==> config.mk <==
export PLATFORM = sky130hd
export DESIGN_NAME = rle_expander
export DESIGN_NICKNAME = d
export VERILOG_FILES = /design/src/rtl/rle_expander.sv
export SDC_FILE = /design/constraint.sdc
export NUM_CORES = 1
export LEC_CHECK = 0
export BUFFER_PORTS_ARGS = -buffer_cell sky130_fd_sc_hd__buf_2
export CORE_UTILIZATION = 57
export DETAILED_ROUTE_END_ITERATION = 16
export PLACE_DENSITY = 0.78
export SLEW_MARGIN = 15
export SYNTH_ARGS = -nofsm -noshare
export SYNTH_HDL_FRONTEND = slang
export SYNTH_SLANG_ARGS = --single-unit
==> constraint.sdc <==
create_clock -name i_sysclk -period 3 [get_ports i_sysclk]
set_clock_uncertainty 0.2 [all_clocks]
set_input_delay 0.3 -clock i_sysclk [delete_from_list [all_inputs] [get_ports i_sysclk]]
set_output_delay 0.3 -clock i_sysclk [all_outputs]
set_load 0.1 [all_outputs]
==> src/rtl/rle_expander.sv <==
// ---------------------------------------------------------------------------
// rle_expander
//
// Turns decoded JPEG Huffman symbols (run/size/additional bits) into the 64
// signed coefficients of one 8x8 block, in zigzag order. It applies a
// separate DC prediction for each colour component. Coefficients are written
// one per cycle into the write port of zigzag_to_matrix.
//
// Ports
//   i_sysclk            system clock, rising edge
//   i_arst              asynchronous active-low reset
//   i_srst              synchronous restart (RSTn marker): clears the
//                       predictors, the state and the error flag
//   i_sym_valid         symbol present
//   o_sym_ready         symbol taken when valid & ready on a rising edge
//   i_comp              component of the block (sampled with the DC symbol)
//   i_run / i_size      zero run and size category of the symbol
//   i_amp               additional bits, right-aligned
//   o_we                write strobe (pending coefficient and not full)
//   o_data / o_idx      coefficient and its zigzag index
//   o_last              high together with o_we for index 63
//   i_full              downstream full; stalls the output
//   o_err               sticky error flag (illegal size or block overrun)
// ---------------------------------------------------------------------------
module rle_expander #(
    parameter int AMPLITUDE_PRECISION = 16,
    parameter int NUM_CHANNEL         = 3,
    parameter int MAX_SIZE            = 11
) (
    input  logic                           i_sysclk,
    input  logic                           i_arst,
    input  logic                           i_srst,
    input  logic                           i_sym_valid,
    output logic                           o_sym_ready,
    input  logic [1:0]                     i_comp,
    input  logic [3:0]                     i_run,
    input  logic [3:0]                     i_size,
    input  logic [10:0]                    i_amp,
    output logic                           o_we,
    output logic [AMPLITUDE_PRECISION-1:0] o_data,
    output logic [5:0]                     o_idx,
    output logic                           o_last,
    input  logic                           i_full,
    output logic                           o_err
);
    localparam int         AP       = AMPLITUDE_PRECISION;
    localparam logic [3:0] DC_LIMIT = 4'(MAX_SIZE);
    localparam logic [3:0] AC_LIMIT = 4'd10;
    localparam logic [5:0] LAST_IDX = 6'd63;

    typedef enum logic [2:0] {
        S_DC   = 3'd0,
        S_AC   = 3'd1,
        S_ZERO = 3'd2,
        S_COEF = 3'd3,
        S_FILL = 3'd4
    } state_t;

    // An illegal size is processed at the largest legal width.
    function automatic logic [3:0] clamp_size(input logic [3:0] size,
                                              input logic [3:0] limit);
        logic [3:0] res;
        if (size > limit) begin
            res = limit;
        end else begin
            res = size;
        end
        return res;
    endfunction

    // JPEG amplitude decode. A clear top bit means the value is negative:
    // amp - (2^s - 1).
    function automatic logic [AP-1:0] decode_amp(input logic [3:0]  size,
                                                 input logic [10:0] amp);
        logic [AP-1:0] mask;
        logic [AP-1:0] bits;
        logic [AP-1:0] res;
        mask = (AP'(1) << size) - AP'(1);
        bits = AP'(amp) & mask;
        if (size == 4'd0) begin
            res = '0;
        end else if (bits[size - 4'd1]) begin
            res = bits;
        end else begin
            res = bits - mask;
        end
        return res;
    endfunction

    state_t        state_q, state_d;
    logic [5:0]    gen_idx_q, gen_idx_d;
    logic [3:0]    zeros_q, zeros_d;
    logic [AP-1:0] coef_q, coef_d;
    logic          has_coef_q, has_coef_d;
    logic [AP-1:0] pred_q [NUM_CHANNEL];
    logic [AP-1:0] pred_d [NUM_CHANNEL];
    logic          err_q, err_d;
    logic          pending_q, pending_d;
    logic [AP-1:0] data_q, data_d;
    logic [5:0]    idx_q, idx_d;
    logic          last_q, last_d;

    logic          we_s;
    logic          adv_s;
    logic          accept_s;
    logic          at_end_s;
    logic          load_s;
    logic [AP-1:0] load_val_s;
    logic [AP-1:0] dc_dec_s;
    logic [AP-1:0] ac_dec_s;
    logic          comp_ok_s;

    assign we_s      = pending_q & ~i_full;
    // The output slot can take a new coefficient when it is empty or is
    // being written this cycle. This allows one coefficient per cycle.
    assign adv_s     = ~pending_q | we_s;
    assign accept_s  = i_sym_valid & o_sym_ready;
    assign at_end_s  = (gen_idx_q == LAST_IDX);
    assign dc_dec_s  = decode_amp(clamp_size(i_size, DC_LIMIT), i_amp);
    assign ac_dec_s  = decode_amp(clamp_size(i_size, AC_LIMIT), i_amp);
    assign comp_ok_s = (int'(i_comp) < NUM_CHANNEL);

    assign o_sym_ready = i_arst & ~i_srst & adv_s &
                         ((state_q == S_DC) | (state_q == S_AC));
    assign o_we   = we_s;
    assign o_data = data_q;
    assign o_idx  = idx_q;
    assign o_last = we_s & last_q;
    assign o_err  = err_q;

    // Next-state, coefficient generation and restart handling
    always_comb begin
        state_d    = state_q;
        gen_idx_d  = gen_idx_q;
        zeros_d    = zeros_q;
        coef_d     = coef_q;
        has_coef_d = has_coef_q;
        pred_d     = pred_q;
        err_d      = err_q;
        pending_d  = pending_q & ~we_s;
        data_d     = data_q;
        idx_d      = idx_q;
        last_d     = last_q;
        load_s     = 1'b0;
        load_val_s = '0;

        case (state_q)
            S_DC: begin
                if (accept_s) begin
                    load_s  = 1'b1;
                    err_d   = err_q | (i_size > DC_LIMIT) | ~comp_ok_s;
                    state_d = S_AC;
                    if (comp_ok_s) begin
                        pred_d[i_comp] = pred_q[i_comp] + dc_dec_s;
                        load_val_s     = pred_q[i_comp] + dc_dec_s;
                    end else begin
                        load_val_s = dc_dec_s;
                    end
                end else begin
                    state_d = S_DC;
                end
            end
            S_AC: begin
                if (accept_s) begin
                    // The first coefficient of a symbol is emitted in the cycle
                    // the symbol is taken, so there is no gap in the output.
                    load_s = 1'b1;
                    err_d  = err_q | (i_size > AC_LIMIT);
                    if ((i_run == 4'd0) && (i_size == 4'd0)) begin
                        state_d = at_end_s ? S_DC : S_FILL;
                    end else if ((i_run == 4'd15) && (i_size == 4'd0)) begin
                        zeros_d    = 4'd15;
                        has_coef_d = 1'b0;
                        if (at_end_s) begin
                            err_d   = 1'b1;
                            state_d = S_DC;
                        end else begin
                            state_d = S_ZERO;
                        end
                    end else if (i_run == 4'd0) begin
                        load_val_s = ac_dec_s;
                        state_d    = at_end_s ? S_DC : S_AC;
                    end else begin
                        coef_d     = ac_dec_s;
                        zeros_d    = i_run - 4'd1;
                        has_coef_d = 1'b1;
                        if (at_end_s) begin
                            err_d   = 1'b1;
                            state_d = S_DC;
                        end else if (i_run == 4'd1) begin
                            state_d = S_COEF;
                        end else begin
                            state_d = S_ZERO;
                        end
                    end
                end else begin
                    state_d = S_AC;
                end
            end
            S_ZERO: begin
                if (adv_s) begin
                    load_s  = 1'b1;
                    zeros_d = zeros_q - 4'd1;
                    if (at_end_s) begin
                        // Zeros or a value still owed past index 63 are dropped.
                        err_d   = err_q | (zeros_q > 4'd1) | has_coef_q;
                        state_d = S_DC;
                    end else if (zeros_q == 4'd1) begin
                        state_d = has_coef_q ? S_COEF : S_AC;
                    end else begin
                        state_d = S_ZERO;
                    end
                end else begin
                    state_d = S_ZERO;
                end
            end
            S_COEF: begin
                if (adv_s) begin
                    load_s     = 1'b1;
                    load_val_s = coef_q;
                    state_d    = at_end_s ? S_DC : S_AC;
                end else begin
                    state_d = S_COEF;
                end
            end
            S_FILL: begin
                if (adv_s) begin
                    load_s  = 1'b1;
                    state_d = at_end_s ? S_DC : S_FILL;
                end else begin
                    state_d = S_FILL;
                end
            end
            default: begin
                state_d = S_DC;
            end
        endcase

        if (load_s) begin
            pending_d = 1'b1;
            data_d    = load_val_s;
            idx_d     = gen_idx_q;
            last_d    = at_end_s;
            gen_idx_d = gen_idx_q + 6'd1;   // wraps to 0 after index 63
        end else begin
            gen_idx_d = gen_idx_q;
        end

        if (i_srst) begin
            state_d    = S_DC;
            gen_idx_d  = 6'd0;
            zeros_d    = 4'd0;
            coef_d     = '0;
            has_coef_d = 1'b0;
            err_d      = 1'b0;
            pending_d  = 1'b0;
            data_d     = '0;
            idx_d      = 6'd0;
            last_d     = 1'b0;
            for (int i = 0; i < NUM_CHANNEL; i++) begin
                pred_d[i] = '0;
            end
        end else begin
            err_d = err_d;
        end
    end

    // State, predictor and output registers
    always_ff @(posedge i_sysclk or negedge i_arst) begin
        if (!i_arst) begin
            state_q    <= S_DC;
            gen_idx_q  <= 6'd0;
            zeros_q    <= 4'd0;
            coef_q     <= '0;
            has_coef_q <= 1'b0;
            err_q      <= 1'b0;
            pending_q  <= 1'b0;
            data_q     <= '0;
            idx_q      <= 6'd0;
            last_q     <= 1'b0;
            for (int i = 0; i < NUM_CHANNEL; i++) begin
                pred_q[i] <= '0;
            end
        end else begin
            state_q    <= state_d;
            gen_idx_q  <= gen_idx_d;
            zeros_q    <= zeros_d;
            coef_q     <= coef_d;
            has_coef_q <= has_coef_d;
            err_q      <= err_d;
            pending_q  <= pending_d;
            data_q     <= data_d;
            idx_q      <= idx_d;
            last_q     <= last_d;
            pred_q     <= pred_d;
        end
    end

endmodule

==> results of run 1 <==
==> per-layer routing <==
metal | GRT usage | GRT overflow
met5 | 0.183 | 0
met1 | 0.752 | 0
met2 | 0.892 | 29
met4 | 0.686 | 21
met3 | 0.523 | 0
==> synthesized netlist by cell type, types with 6 or more instances <==
| master | count |
|---|---|
| ha_1 | 36 |
| mux2i_1 | 22 |
| and2_1 | 10 |
| a22oi_1 | 9 |
| or3_1 | 11 |
| o211ai_1 | 7 |
| a21oi_1 | 57 |
| nor2_1 | 75 |
| xnor2_1 | 25 |
| nand2_1 | 156 |
| buf_6 | 6 |
| o21a_1 | 11 |
| inv_1 | 18 |
| o21ai_1 | 12 |
| o21ai_0 | 79 |
| a22o_1 | 11 |
| a211oi_1 | 11 |
| nor3b_1 | 8 |
| xor2_1 | 12 |
| a21o_1 | 6 |
| and3_1 | 8 |
| clkbuf_1 | 40 |
| nor2b_1 | 17 |
| nand2b_1 | 14 |
| a31oi_1 | 12 |
| nand4_1 | 10 |
| nand3b_1 | 53 |
| nand3_1 | 34 |
| dfrtp_1 | 103 |
| buf_2 | 15 |
| nor3_1 | 33 |
==> metrics by stage <==
stage               setup slack [ps]  instances  TNS [ps]
floorplan                      -2480       1065   -132350
global placement               -2450       1508   -119700
detailed placement             -2620       1508   -129710
CTS                            -1890       1565    -91480
==> logic make-up after synthesis <==
family	after synthesis	share of synthesized area
AO/OA/AOI/OAI	297	0.240
XOR/XNOR	39	0.0420
adder cells (fa/ha/maj)	37	0.0537
buffers and inverters	89	0.0476
flip-flops	103	0.294
multiplexers	28	0.0342
AND/OR/NAND/NOR	472	0.288
==> what timing repair did <==
action / 4_1_cts
hold buffers: 1
endpoints found under the hold margin: 32
resized for setup: 103
pin swaps: 67
setup endpoints to repair: 80
setup buffers: 47
gates cloned: 0
==> run metrics, run 1 <==
clk sink count roughly 100; port buffer count 51; FFs w/ async S/R, synth 1.00; Post-synth EDFFs 0; Synth Net Count 1128; last worst endpoint in the global-route repair_timing o_data[10]$_DFFE_PN0P_/D; top-area cell type share of the netlist area 0.294; Syn Area/Cell 8.22 sq um; gpl congestion 1.00; post-synth cell types ~110; worst-path endpoint category register input; hpwl dp around 24000 um; TritonCTS buffer count 9; GRT overflow 50; FF+latch count, synth 103; placement row count 44; root buffer cell clkbuf_16; starting density of the core 0.593; clock tree buffer depth 2; placed cell area 0.0112 sq mm; Exit stage global routing (5_1_grt); largest net degree at the start of global routing 72; chip height roughly 130 um; Yosys top cell by area dfrtp_1; post-synthesis sequential area ratio 0.294; synthesized area 0.00875 sq mm; die width 126 um; post-synthesis cell count 1065; Run Error [ERROR GRT-0232] Routing congestion too high. Check the congestion heatmap in the GUI.; status did not finish; dominant cells by area after synthesis dfrtp_1, nand2_1, ha_1, nand3b_1, o21ai_0; htree depth 3; GRT Overall Usage 0.717; Ports 52; Yosys warnings 0; Post-synth top flop dfrtp_1
==> inputs of run 2 (changes only) <==
- CORE_UTILIZATION: 57 -> 40
- PLACE_DENSITY: 0.78 -> not set
- PLACE_DENSITY_LB_ADDON: not set -> 0.15
- clock period: 3 -> 3.9 ns (I/O delays scaled with it)
==> run 2 against run 1 <==
Against the previous run: the flow now finishes, with violations (setup timing); synthesized area stayed put; synthesized cell count is the same.
==> run metrics, run 2 <==
largest net degree at the start of global routing roughly 80; crit path buf inv count 4; root buffer cell clkbuf_16; CP delay by family, top compound AO/OA/AOI/OAI gates; Ports 52; final setup margin -988 ps; post-synth cell types 105; Post-synth EDFFs 0; Reg2Reg Depth 8; synthesized area 0.00875 sq mm; first-pass GRT wire length 50700 um; # Max-Cap Violations 0; Finished Layout Cells around 1600; dpl cells between 1500 and 2000; final core occ 0.582; antenna violations before repair 0; starting density of the core 0.413; FF-to-FF setup slack 540 ps; hold depth 4; Detail Route Antenna Nets 0; die area 0.0225 sq mm; Max IR drop VDD 0.000214 V; hpwl dp 23900 um; leak pwr approximately 0.0057 uW; CTS clk-pin slew, worst paths 80 ps; Final Hold Fails 0; max FFs per register 48; commonest cells after routing, fill and taps aside buf_4, nand2_1, dfrtp_1; final net count 1405; critical path type input port to flop; TritonCTS buffer count 9; worst min path class input port to flop; global routing usage on met1 0.403; GRT Overall Usage 0.297; Wirelength per Cell 20.0 um; most common cell after layout, fill and taps aside buf_4; Crit Reg-Reg Startpoint state_q[2]$_DFF_PN0_; Vias 9394; Worst Tran Pin Value about 1100 ps; Crit path arrival time 4940 ps; Req. time, crit path a little under 4000 ps; clk sink count 103; TritonCTS clock tree done; Power Density 290 mW/mm^2; most common cell in the netlist nand2_1; placement row count 53; top-area cell type share of the netlist area 0.294; status complete, but fails checks; core area 0.0212 sq mm; RSZ-0062 raised after global routing true; f_max 0.205 GHz; Yosys warnings 0; post-synthesis cell count 1065; flip-flop and latch area between 0.002 and 0.003 sq mm; Synth Net Count 1128; number of vias per cell 5.79; Post-synth top flop dfrtp_1; chip height 150 um; Critical Path Fanout Max 7; port buffer count 51; setup violators final 58; Critical Path Source Type input port; busiest layer in global routing met2; failing checks setup timing; clock latency on the worst-skew pair 370 ps; gpl congestion 0.918; Hold Crit Endpoint zeros_q[0]$_DFFE_PN0P_; Syn Area/Cell 8.22 sq um; RR Endpoint o_data[10]$_DFFE_PN0P_; FF+latch count, synth a little over 100; met2 global-route usage 0.484; min Tclk post-route 4890 ps; Power, Total 3580 uW; DRC viols 0; Post-Route WL 32400 um; drt pass-1 iters 5; Yosys top cell by area dfrtp_1; GRT overflow 0; vias in the first global route a little over 9000; cells along the critical path buf_8, a21o_4, inv_4, ha_4, buf_4, ha_2, nand2b_1, o2111ai_4, xor2_4, nand4b_1, a311oi_2, buf_4, nor3_4, xnor2_1, o22ai_1, and2_1, ha_2, or3_4, o311ai_4, a21oi_2, a31oi_4, nor2b_2, xnor2_1, a221o_1; antenna diode count 0; period utilisation layout 1.25; Worst path slowest cell a311oi_2; met3 usage 0.0476; FFs w/ async S/R, synth 1.00; Area Overhead vs Synth 41.0%; die width 150 um; Post-synth top cells nand2_1, dfrtp_1, o21ai_0; WHS 210 ps; htree depth 3; critical path's largest stage delay 400 ps; worst hold start i_run[0]; register bank with the most flops pred_q; dominant cells by area after synthesis dfrtp_1, nand2_1, ha_1, nand3b_1, o21ai_0; share of cells above drive strength 1 0.390; Fill cells 1929; setup total negative slack -40840 ps; slew margin rel. 0.283; multi-input logic area 0.00655 sq mm; drt first-iter violations between 800 and 900; final slew viol count 0; critical path endpoint category flop; clock tree buffer depth 2; post-synthesis sequential area ratio 0.294
[run 2: cell counts after synthesis]
Identical to the previous run, type by type.
[run 2: layout make-up]
| cell class | instances | share of cell area |
|---|---|---|
| clock buffer | 10 | 0.0194 |
| sequential | 103 | 0.209 |
| timing repair buffer | 333 | 0.202 |
| tap | 275 | 0.0279 |
| clock inverter | 6 | 0.00446 |
| inverter | 22 | 0.00709 |
| multi-input combinational | 873 | 0.531 |
[run 2: cells by family (layout without fill, tap and decap cells)]
logic type / count (synthesis) / after routing / share of synthesized area
adder cells (fa/ha/maj): 37 / 37 / 0.0537
flip-flops: 103 / 103 / 0.294
multiplexers: 28 / 28 / 0.0342
XOR/XNOR: 39 / 39 / 0.0420
buffers and inverters: 89 / 371 / 0.0476
AND/OR/NAND/NOR: 472 / 472 / 0.288
AO/OA/AOI/OAI: 297 / 297 / 0.240
[run 2: report_power, final]
group	leakage, uW	total [uW]	switching, uW	internal [uW]
sequential	0.00143	1120	21.5	1100
combinational	0.00409	1540	833	707
clock	0.000142	920	460	460
total	0.00566	3580	1310	2260
[run 2: worst reg2reg max path, cell delays in order, from the launching register on]
cell	delay (ps)
dfrtp_1	480
nor2_1	230
nand4_1	320
nor3b_2	460
nand3_2	340
a2111oi_0	810
buf_4	240
a211oi_2	50
o211ai_1	170
[run 2: metal layers]
| layer | vias up | wire length (um) |
|---|---|---|
| met4 | 0 | 722 |
| met2 | 333 | 15000 |
| met1 | 4555 | 14700 |
| met3 | 49 | 2100 |
| li1 | 4457 | - |
| met5 | - | 0 |
[run 2: worst max-delay path by stage]
stage               depth (start not counted)  startpoint  slack (ps)                      to
global route                               26   i_size[3]       -1130  o_data[15]$_DFFE_PN0P_
finish                                     24   i_size[3]        -990  o_data[13]$_DFFE_PN0P_
floorplan                                  33   i_size[3]       -1670  o_data[14]$_DFFE_PN0P_
CTS                                        27   i_size[3]        -960  pred_q[30]$_DFFE_PN0P_
global placement                           25   i_size[2]       -1390  o_data[13]$_DFFE_PN0P_
detailed placement                         27   i_size[2]       -1560  o_data[10]$_DFFE_PN0P_
[run 2: what timing repair did]
item | CTS | global route
hold endpoints to repair | 23 | 0
cloned | 0 | 0
pin swaps | 62 | 65
hold buffers | 1 | 0
setup buffers | 22 | 23
setup endpoints to repair | 67 | 77
resized for setup | 101 | 58
[run 2: per-stage QoR]
stage	area, sq um	worst slack [ps]
finish	12300	-988
global placement	11100	-1390
floorplan	8990	-1670
CTS	12000	-959
detailed placement	11100	-1560
global route	12300	-1130
(Power assumes the default switching activity.)
